### src/rtl/snoop_pkg.sv
// Shared types and constants for the snooping shared-bus controller.
package snoop_pkg;

  localparam int TAG_W      = 5;
  localparam int DATA_W     = 8;
  localparam int MEM_BUS_W  = 12;
  localparam int MEM_WR_BIT = 11;

  typedef enum logic [2:0] {
    IDLE,
    BCAST,
    SNOOP,
    MEM,
    RESP
  } bus_state_e;

  typedef struct packed {
    logic              write;
    logic [TAG_W-1:0]  tag;
    logic [DATA_W-1:0] data;
  } req_t;

  // Memory bus word that commands a write of d: {write=1, zero pad, data}.
  function automatic logic [MEM_BUS_W-1:0] mem_write_word(input logic [DATA_W-1:0] d);
    logic [MEM_BUS_W-1:0] w;
    w             = '0;
    w[DATA_W-1:0] = d;
    w[MEM_WR_BIT] = 1'b1;
    return w;
  endfunction

endpackage

### src/rtl/rr_arbiter.sv
// Combinational bus arbiter: request vector + pointer -> one-hot grant and index.
// Build macro FIXED_PRIORITY_EN selects lowest-index-wins and ignores the pointer.
module rr_arbiter #(
  parameter int NUM_REQ = 3,
  parameter int IDX_W   = $clog2(NUM_REQ)
) (
  input  logic [NUM_REQ-1:0] req_i,
  input  logic [IDX_W-1:0]   ptr_i,
  output logic [NUM_REQ-1:0] gnt_o,
  output logic [IDX_W-1:0]   idx_o,
  output logic               valid_o
);

  logic [IDX_W-1:0] cand;

`ifdef FIXED_PRIORITY_EN
  logic unused_ptr;
  assign unused_ptr = ^ptr_i;
`endif

  always_comb begin
    // NOTE: every output gets a default before any branch so no latch is inferred.
    gnt_o   = '0;
    idx_o   = '0;
    valid_o = 1'b0;
    cand    = '0;
`ifdef FIXED_PRIORITY_EN
    for (int i = NUM_REQ - 1; i >= 0; i--) begin
      cand = IDX_W'(i);
      if (req_i[cand]) begin
        idx_o   = cand;
        valid_o = 1'b1;
      end
    end
`else
    // Scan from farthest to nearest so the candidate closest to the pointer wins.
    for (int off = NUM_REQ - 1; off >= 0; off--) begin
      cand = IDX_W'((int'(ptr_i) + off) % NUM_REQ);
      if (req_i[cand]) begin
        idx_o   = cand;
        valid_o = 1'b1;
      end
    end
`endif
    if (valid_o) gnt_o[idx_o] = 1'b1;
  end

endmodule

### src/rtl/snoop_bus_ctrl.sv
// Shared-bus controller: arbitrates cache controllers, broadcasts the snoop,
// collects a dirty-owner intervention, then performs the memory access.
// Build macro FIXED_PRIORITY_EN switches the arbiter to fixed priority.
module snoop_bus_ctrl #(
  parameter int NUM_REQ      = 3,
  parameter int SNOOP_CYCLES = 2,
  parameter int TAG_W        = snoop_pkg::TAG_W,
  parameter int DATA_W       = snoop_pkg::DATA_W
) (
  input  logic                      clock,
  input  logic                      reset_n,
  input  logic [NUM_REQ-1:0]        req_valid,
  input  logic [NUM_REQ-1:0]        req_write,
  input  logic [NUM_REQ*TAG_W-1:0]  req_tag,
  input  logic [NUM_REQ*DATA_W-1:0] req_data,
  output logic [NUM_REQ-1:0]        grant,
  output logic [NUM_REQ-1:0]        resp_valid,
  output logic [DATA_W-1:0]         resp_data,
  output logic                      snoop_valid,
  output logic                      snoop_write,
  output logic [TAG_W-1:0]          snoop_tag,
  output logic [NUM_REQ-1:0]        snoop_src,
  input  logic                      snoop_dirty,
  input  logic [DATA_W-1:0]         snoop_data,
  output logic [TAG_W-1:0]          mem_tag_out,
  output logic [11:0]               mem_bus_out,
  input  logic [11:0]               mem_bus_in
);

  import snoop_pkg::*;

  localparam int IDX_W = $clog2(NUM_REQ);
  localparam int CNT_W = $clog2(SNOOP_CYCLES + 1);

  bus_state_e           state_q, state_d;
  req_t                 req_q, req_d;
  logic [IDX_W-1:0]     idx_q, idx_d;
  logic [IDX_W-1:0]     rr_q, rr_d;
  logic [CNT_W-1:0]     cnt_q, cnt_d;
  logic                 dirty_q, dirty_d;
  logic [DATA_W-1:0]    sdata_q, sdata_d;

  logic [NUM_REQ-1:0]   grant_q, grant_d;
  logic [NUM_REQ-1:0]   resp_valid_q, resp_valid_d;
  logic [DATA_W-1:0]    resp_data_q, resp_data_d;
  logic                 snoop_valid_q, snoop_valid_d;
  logic                 snoop_write_q, snoop_write_d;
  logic [TAG_W-1:0]     snoop_tag_q, snoop_tag_d;
  logic [NUM_REQ-1:0]   snoop_src_q, snoop_src_d;
  logic [TAG_W-1:0]     mem_tag_q, mem_tag_d;
  logic [MEM_BUS_W-1:0] mem_bus_q, mem_bus_d;

  logic [NUM_REQ-1:0]   arb_gnt;
  logic [IDX_W-1:0]     arb_idx;
  logic                 arb_valid;

  logic [TAG_W-1:0]     tag_arr  [NUM_REQ];
  logic [DATA_W-1:0]    data_arr [NUM_REQ];

  logic unused_mem_hi;
  assign unused_mem_hi = ^mem_bus_in[MEM_BUS_W-1:DATA_W];

  for (genvar g = 0; g < NUM_REQ; g++) begin : g_unpack
    assign tag_arr[g]  = req_tag[g*TAG_W +: TAG_W];
    assign data_arr[g] = req_data[g*DATA_W +: DATA_W];
  end

  rr_arbiter #(
    .NUM_REQ (NUM_REQ),
    .IDX_W   (IDX_W)
  ) u_arb (
    .req_i   (req_valid),
    .ptr_i   (rr_q),
    .gnt_o   (arb_gnt),
    .idx_o   (arb_idx),
    .valid_o (arb_valid)
  );

  // Outputs are registered on the edge that enters the state they belong to.
  always_comb begin
    state_d       = state_q;
    req_d         = req_q;
    idx_d         = idx_q;
    rr_d          = rr_q;
    cnt_d         = cnt_q;
    dirty_d       = dirty_q;
    sdata_d       = sdata_q;
    grant_d       = grant_q;
    resp_valid_d  = '0;
    resp_data_d   = resp_data_q;
    snoop_valid_d = 1'b0;
    snoop_write_d = snoop_write_q;
    snoop_tag_d   = snoop_tag_q;
    snoop_src_d   = snoop_src_q;
    mem_tag_d     = mem_tag_q;
    mem_bus_d     = mem_bus_q;

    case (state_q)
      IDLE: begin
        if (arb_valid) begin
          req_d.write   = req_write[arb_idx];
          req_d.tag     = tag_arr[arb_idx];
          req_d.data    = data_arr[arb_idx];
          idx_d         = arb_idx;
          grant_d       = arb_gnt;
          dirty_d       = 1'b0;
          snoop_valid_d = 1'b1;
          snoop_write_d = req_write[arb_idx];
          snoop_tag_d   = tag_arr[arb_idx];
          snoop_src_d   = arb_gnt;
          state_d       = BCAST;
        end
      end
      BCAST: begin
        cnt_d   = CNT_W'(SNOOP_CYCLES);
        state_d = SNOOP;
      end
      SNOOP: begin
        // On a write the owner just invalidates; its data is never used.
        if (snoop_dirty && !dirty_q && !req_q.write) begin
          dirty_d = 1'b1;
          sdata_d = snoop_data;
        end
        if (cnt_q == CNT_W'(1)) begin
          state_d   = MEM;
          mem_tag_d = req_q.tag;
          if (req_q.write)  mem_bus_d = mem_write_word(req_q.data);
          else if (dirty_d) mem_bus_d = mem_write_word(sdata_d);
          else              mem_bus_d = '0;
        end else begin
          cnt_d = cnt_q - CNT_W'(1);
        end
      end
      MEM: begin
        mem_bus_d           = '0;
        resp_valid_d[idx_q] = 1'b1;
        if (req_q.write)  resp_data_d = req_q.data;
        else if (dirty_q) resp_data_d = sdata_q;
        else              resp_data_d = mem_bus_in[DATA_W-1:0];
        state_d             = RESP;
      end
      RESP: begin
        grant_d = '0;
`ifdef FIXED_PRIORITY_EN
        rr_d    = '0;
`else
        rr_d    = (idx_q == IDX_W'(NUM_REQ - 1)) ? '0 : idx_q + IDX_W'(1);
`endif
        state_d = IDLE;
      end
      default: state_d = IDLE;
    endcase
  end

  // NOTE: sequential state uses non-blocking assignments so every register samples pre-edge values.
  always_ff @(posedge clock or negedge reset_n) begin
    if (!reset_n) begin
      state_q       <= IDLE;
      req_q         <= '0;
      idx_q         <= '0;
      rr_q          <= '0;
      cnt_q         <= '0;
      dirty_q       <= 1'b0;
      sdata_q       <= '0;
      grant_q       <= '0;
      resp_valid_q  <= '0;
      resp_data_q   <= '0;
      snoop_valid_q <= 1'b0;
      snoop_write_q <= 1'b0;
      snoop_tag_q   <= '0;
      snoop_src_q   <= '0;
      mem_tag_q     <= '0;
      mem_bus_q     <= '0;
    end else begin
      state_q       <= state_d;
      req_q         <= req_d;
      idx_q         <= idx_d;
      rr_q          <= rr_d;
      cnt_q         <= cnt_d;
      dirty_q       <= dirty_d;
      sdata_q       <= sdata_d;
      grant_q       <= grant_d;
      resp_valid_q  <= resp_valid_d;
      resp_data_q   <= resp_data_d;
      snoop_valid_q <= snoop_valid_d;
      snoop_write_q <= snoop_write_d;
      snoop_tag_q   <= snoop_tag_d;
      snoop_src_q   <= snoop_src_d;
      mem_tag_q     <= mem_tag_d;
      mem_bus_q     <= mem_bus_d;
    end
  end

  assign grant       = grant_q;
  assign resp_valid  = resp_valid_q;
  assign resp_data   = resp_data_q;
  assign snoop_valid = snoop_valid_q;
  assign snoop_write = snoop_write_q;
  assign snoop_tag   = snoop_tag_q;
  assign snoop_src   = snoop_src_q;
  assign mem_tag_out = mem_tag_q;
  assign mem_bus_out = mem_bus_q;

endmodule
### config.mk
export PLATFORM = sky130hd
export DESIGN_NAME = snoop_bus_ctrl
export DESIGN_NICKNAME = d
export VERILOG_FILES = /design/src/rtl/snoop_pkg.sv /design/src/rtl/rr_arbiter.sv /design/src/rtl/snoop_bus_ctrl.sv
export SDC_FILE = /design/constraint.sdc
export NUM_CORES = 1
export LEC_CHECK = 0
export ABC_CLOCK_PERIOD_IN_PS = 2640
export BUFFER_PORTS_ARGS = -buffer_cell sky130_fd_sc_hd__buf_4
export CORE_MARGIN = 1
export CORE_UTILIZATION = 50
export CTS_BUF_LIST = sky130_fd_sc_hd__clkbuf_2 sky130_fd_sc_hd__clkbuf_4 sky130_fd_sc_hd__clkbuf_8
export DETAILED_ROUTE_END_ITERATION = 8
export HOLD_SLACK_MARGIN = 0.06
export PLACE_DENSITY = 0.83
export SKIP_CTS_REPAIR_TIMING = 1
export SLEW_MARGIN = 0
export SYNTH_ARGS = -nofsm -noshare
export SYNTH_HDL_FRONTEND = slang
export SYNTH_SLANG_ARGS = --single-unit
### constraint.sdc
create_clock -name clock -period 2.64 [get_ports clock]
set_clock_uncertainty 0.2 [all_clocks]
set_input_delay 0.528 -clock clock [delete_from_list [all_inputs] [get_ports clock]]
set_output_delay 0.528 -clock clock [all_outputs]
set_load 0.02 [all_outputs]
# Word level (Yosys, flattened, before mapping)
# Index checks and enable logic that the tools add are counted.
# word_totals
reg_bits	67
latchBits	0
ramBits	0
rom_bits	0
in_bits	68
output_inout_bits	41
mem_count	0
# classes
addsub	4
multipliers	0
div	3
order_cmp	8
n_eq_ne	9
n_shift	0
muxes	46
bitwise	1
n_reduce_logical	18
# ops
op	count
32-bit by 3-bit modulo with 32-bit output (second input constant)	2
8-bit 2-to-1 mux	5
12-bit 2-to-1 mux	3
3-bit by 3-bit modulo with 32-bit output (second input constant)	1
12-bit case mux with 2 select lines	1
8-bit binary-select mux with 2-bit select	1
2-bit by 3-bit < comparator with 1-bit output (second input constant)	5
1-bit 2-to-1 mux	14
2-bit AND reduction	7
3-bit 2-to-1 mux	4
3-bit case mux with 4 select lines	1
5-bit binary-select mux with 2-bit select	1
2-bit 2-to-1 mux	5
5-bit 2-to-1 mux	2
1-bit binary-select mux with 2-bit select	4
2-bit nonzero test	4
3-bit by 2-bit equality test with 1-bit output (second input constant)	2
2-bit != test (second input constant)	3
3-bit case mux with 2 select lines	1
1-bit demux with 2-bit select	2
2-bit by 1-bit >= comparator with 1-bit output (second input constant)	2
1-bit logical AND	4
2-bit case mux with 2 select lines	1
2-bit by 1-bit adder with 3-bit output (second input constant)	1
12 further kinds	13

# Depth between registers and ports, before layout
# logic_depth
ltp_word	13
mapped_depth	10
mapped_depth_nobuf	7

# Hierarchy
# A second synthesis with hierarchy kept.
# unflattened
hier_cells	330
hier_area_um2	3362.0
# modules_own_cells
mod	instances	cells_each	area_each_um2	seq_area_each_um2
snoop_bus_ctrl	1	299	3148.0	1601.5
rr_arbiter	1	31	214.0	0.0

# Worst setup path after synthesis
# No wires, ideal clock.
# synth_timing
path_type	register to register
start	reg rr_q[0]
end	reg req_q[0] in the netlist's numbering
setup_ns	0.129
arrival_ns	1.893
t_required_ns	2.311
slack_ns	0.418
stages_incl_launch_ff	10
synth_period_minus_slack_ns	2.222
cell_sequence	dfrtp_1 > inv_1 > ha_1 > buf_2 > nor2b_1 > o21a_1 > o211a_1 > buf_2 > a221oi_1 > o31ai_1
# synth_between
elab_chain_cells	11
# synth_lines
item	line	text
from (decl)	snoop_bus_ctrl.sv:38	logic [IDX_W-1:0] rr_q, rr_d;
from (signal assigned)	snoop_bus_ctrl.sv:178	rr_q <= rr_d;
2-bit by 2-bit adder with 3-bit output	rr_arbiter.sv:38	cand = IDX_W'((int'(ptr_i) + off) % NUM_REQ);
32-bit by 3-bit modulo with 32-bit output	rr_arbiter.sv:38	
1-bit binary-select mux with 2-bit select	rr_arbiter.sv:39	if (req_i[cand]) begin
1-bit 2-to-1 mux (not written as such)	rr_arbiter.sv:39	
2-bit 2-to-1 mux (3 in a row)	rr_arbiter.sv:39	
2-bit NOT with 3-bit output (not written as such)	snoop_bus_ctrl.sv:103	req_d.data = data_arr[arb_idx];
8-bit binary-select mux with 2-bit select	snoop_bus_ctrl.sv:103	
8-bit 2-to-1 mux (not written as such) (2 in a row)	snoop_bus_ctrl.sv:103	
to (signal assigned)	snoop_bus_ctrl.sv:176	req_q <= req_d;
to (decl)	snoop_bus_ctrl.sv:36	req_t req_q, req_d;
# Several ways; a longest one is shown, not always the timed one. The select of a mux whose other input is x is not followed.
# A chain may end at the register's enable or synchronous reset.

# Worst setup path in the final report
# layout_timing
start	reg rr_q[0]
end	reg snoop_write_q (netlist: snoop_write)
# layout_between
elab_chain_cells	9
# layout_lines
item	line	text
2-bit by 2-bit adder with 3-bit output	rr_arbiter.sv:38	
32-bit by 3-bit modulo with 32-bit output	rr_arbiter.sv:38	
1-bit binary-select mux with 2-bit select	rr_arbiter.sv:39	
1-bit 2-to-1 mux (not written as such)	rr_arbiter.sv:39	
2-bit 2-to-1 mux (3 in a row)	rr_arbiter.sv:39	
1-bit binary-select mux with 2-bit select	snoop_bus_ctrl.sv:108	snoop_write_d = req_write[arb_idx];
1-bit 2-to-1 mux (not written as such)	snoop_bus_ctrl.sv:108	
to (signal assigned)	snoop_bus_ctrl.sv:186	snoop_write_q <= snoop_write_d;
to (decl)	snoop_bus_ctrl.sv:47	logic snoop_write_q, snoop_write_d;
# Several ways; a longest one is shown, not always the timed one. The select of a mux whose other input is x is not followed.

==> impl_metrics.tcl <==
set metrics [dict create \
    critPathRequiredTime_ns 2.69 \
    synth_edf_count 0 \
    holdCritPathClass "in -> async" \
    synth_top_area_share_pct 47.4 \
    synth_top_cells_by_area "dfrtp_1, o31ai_1, nand2_1" \
    io_pins 109 \
    yosysUniqueCellTypes 44 \
    via_per_inst 5.67 \
    numCtsBuffers 9 \
    dr_total_vias 2844 \
    dpl.hpwl_um 5540 \
    drc 10 \
    ir_worst_vdd_mv 0.712 \
    setup.worst_path.start "rr_q[0]" \
    antenna_found_initial 0 \
    place.gp.congestion 0.871 \
    leakagePower_nw 2.07 \
    synthTopCellsByCount "dfrtp_1, nand2_1, o31ai_1" \
    areaGrowthSynthToFinish_pct 27.5 \
    powerDensity_nw_per_um2 1210 \
    cp-start-kind "flip-flop" \
    ys_ff_latch 64 \
    fin_crit_sh_pct 94.0 \
    synthesis.instances 329 \
    setup_viol_count_final 0 \
    maxCapViolations 0 \
    placementRows 29 \
    r2r_setup_slack_ns 0.16 \
    power_w 0.00522 \
    violations "design-rule violations" \
    clockBufferDepth 2 \
    cts.clk_slew.worst_paths_ns 0.08 \
    maxSlewViolCount 0 \
    max_freq_ghz 0.403 \
    finish.utilization_pct 67.0 \
    wl_per_cell_um 15.7 \
    r2r_start "rr_q[0]" \
    netlist.top_cell.by_area "dfrtp_1" \
    cts_sinks 64 \
    cts_tree "done" \
    clk_latency_ns 0.36 \
    final.min_clock_period_ns 2.48 \
    die_width_um 84.2 \
    io_buffers 101 \
    worstPathArrival_ns 2.53 \
    slew_headroom_pct 47.5 \
    drt_first_pass_iters 6 \
    slowest_stage "o211a_1" \
    clock-root-buffer "clkbuf_8" \
    nNetsFinal 492 \
    synth_ff_type "dfrtp_1" \
    worstPathMaxFanout 15 \
    yosysMostFrequentCell "dfrtp_1" \
    ys_warn_count 0 \
    tightest_slew_ns 0.787 \
    path_cells "inv_1 > ha_1 > a21oi_1 > o21a_1 > o211a_1 > a221oi_2 > o31ai_1" \
    crit_path_max_incr_delay_ns 0.55 \
    drtIter0Drc 182 \
    finalHoldViolations 0 \
    n_antenna_cell 0 \
    core_area_um2 6420 \
    synth_area_per_cell_um2 10.3 \
    grt-ovfl-total 0 \
    status "finished, violations left" \
    die_y_um 84.2 \
    ant_nets 0 \
    die-area_um2 7080 \
    grt_pass1_wl_um 12700 \
    grt_pass1_vias 2683 \
    start_util_pct 52.6 \
    syn-cell-area_um2 3380 \
    end_kind "flip-flop" \
    synth_seq_area_share_pct 47.4 \
    drive_above_1_share_pct 36.2 \
    htreeDepth 3 \
    grt_start_max_net_pins 65 \
    critical_path_class "reg -> reg" \
    routed_wl_um 7860 \
    holdWs_ns 0.0402 \
    async_flop_share_pct 100 \
    fillers 525 \
    track_usage_pct 22.9 \
]
-- layer usage --
layer	wire length [um]	share of wire [%]	up-vias	global-route usage, %
met5	0	0	-	0
met4	119	1.5	0	7.37
met3	457	5.8	10	6.69
met2	3850	49	109	37.7
met1	3430	44	1356	29.3
li1	-	-	1369	-
-- area by class of cell --
class / count / area [um^2] / area share, %
Clock inverter: 6 / 42.5 / 0.988
Clock buffer: 10 / 138 / 3.20
Tap cell: 77 / 96.3 / 2.24
Sequential cell: 64 / 1600 / 37.2
Inverter: 8 / 30.0 / 0.697
Multi-Input combinational cell: 229 / 1590 / 36.8
Timing Repair Buffer: 108 / 811 / 18.8
-- power breakdown --
group          leakage [nW]  switching [W]  internal [W]  total, W
Combinational          1.16        0.00157       0.00119   0.00276
Clock                0.0891       0.000403      0.000369  0.000772
Sequential            0.813       0.000290       0.00140   0.00169
-- state kept, by name, summed over array words and instances, names as in the netlist --
register,cells
cnt_q,2
dirty_q,1
grant,3
idx_q,2
mem_bus_out,9
mem_tag_out,5
req_q,8
resp_data,8
resp_valid,3
rr_q,2
sdata_q,8
snoop_src,3
snoop_tag,5
snoop_valid,1
snoop_write,1
state_q,3
-- stage by stage --
stage | instance area [um^2] | cells | setup WS [ns] | TNS (ns)
after floorplan | 3380 | 331 | 0.418 | 0
after global placement | 4120 | 486 | 0.261 | 0
after detailed placement | 4120 | 486 | 0.198 | 0
after CTS | 4300 | 502 | 0.131 | 0
after global routing | 4310 | 502 | -0.00231 | -0.00231
final | 4310 | 502 | 0.159 | 0
-- final timing paths --
kind,cells past startpoint,end
hold reg to reg,2,resp_data[3]
hold / removal,1,mem_bus_out[1]
setup / recovery,7,snoop_write
max in group asynchronous,1,rr_q[0]
min in group clock,2,sdata_q[4]
setup reg to reg,7,snoop_write
-- placed cells by master, fill, tap and decap left out, types with 2 or more instances in the layout --
| cell type | Yosys | layout |
|---|---|---|
| mux2i_1 | 3 | 3 |
| nand2_1 | 41 | 41 |
| a21o_1 | 4 | 4 |
| o21ai_0 | 2 | 2 |
| nand2b_1 | 4 | 4 |
| inv_6 | 0 | 2 |
| o21ai_1 | 2 | 2 |
| ha_1 | 4 | 3 |
| o21a_1 | 2 | 2 |
| conb_1 | 1 | 3 |
| buf_4 | 10 | 108 |
| a21oi_1 | 4 | 4 |
| a221oi_1 | 15 | 15 |
| and2_1 | 15 | 15 |
| a31o_1 | 2 | 2 |
| o31ai_1 | 31 | 31 |
| clkinvlp_4 | 0 | 2 |
| nand3_1 | 2 | 2 |
| nor3b_2 | 2 | 2 |
| mux2_2 | 13 | 13 |
| a221oi_2 | 8 | 8 |
| a211oi_1 | 9 | 9 |
| nor3b_1 | 2 | 2 |
| clkinv_2 | 0 | 2 |
| nor2_1 | 21 | 21 |
| dfrtp_1 | 64 | 64 |
| inv_1 | 7 | 7 |
| nor2b_1 | 20 | 20 |
| nor3_1 | 6 | 6 |
| clkbuf_8 | 0 | 10 |
-- kinds of logic (layout without fill, tap and decap cells) --
logic type / Yosys count / after routing / share of synthesized area, %
and+or+nand+nor: 116 / 116 / 17.2
AOI/OAI and AO/OA: 89 / 89 / 22.5
DFF: 64 / 64 / 47.4
buffers and inverters: 38 / 132 / 5.86
muxes: 16 / 16 / 5.23
adders and majority gates: 4 / 4 / 1.48
other: 1 / 3 / 0.111
xor gates and xnor gates: 1 / 1 / 0.259
-- worst max-delay path: cells and delay by family, from the launching register on --
family          cells  cell delay [ns]
buf+inv             1             0.08
fa+ha+maj           1             0.41
flops               1             0.38
compound gates      5             1.30
No activity file was read; power rests on OpenSTA's default activity.
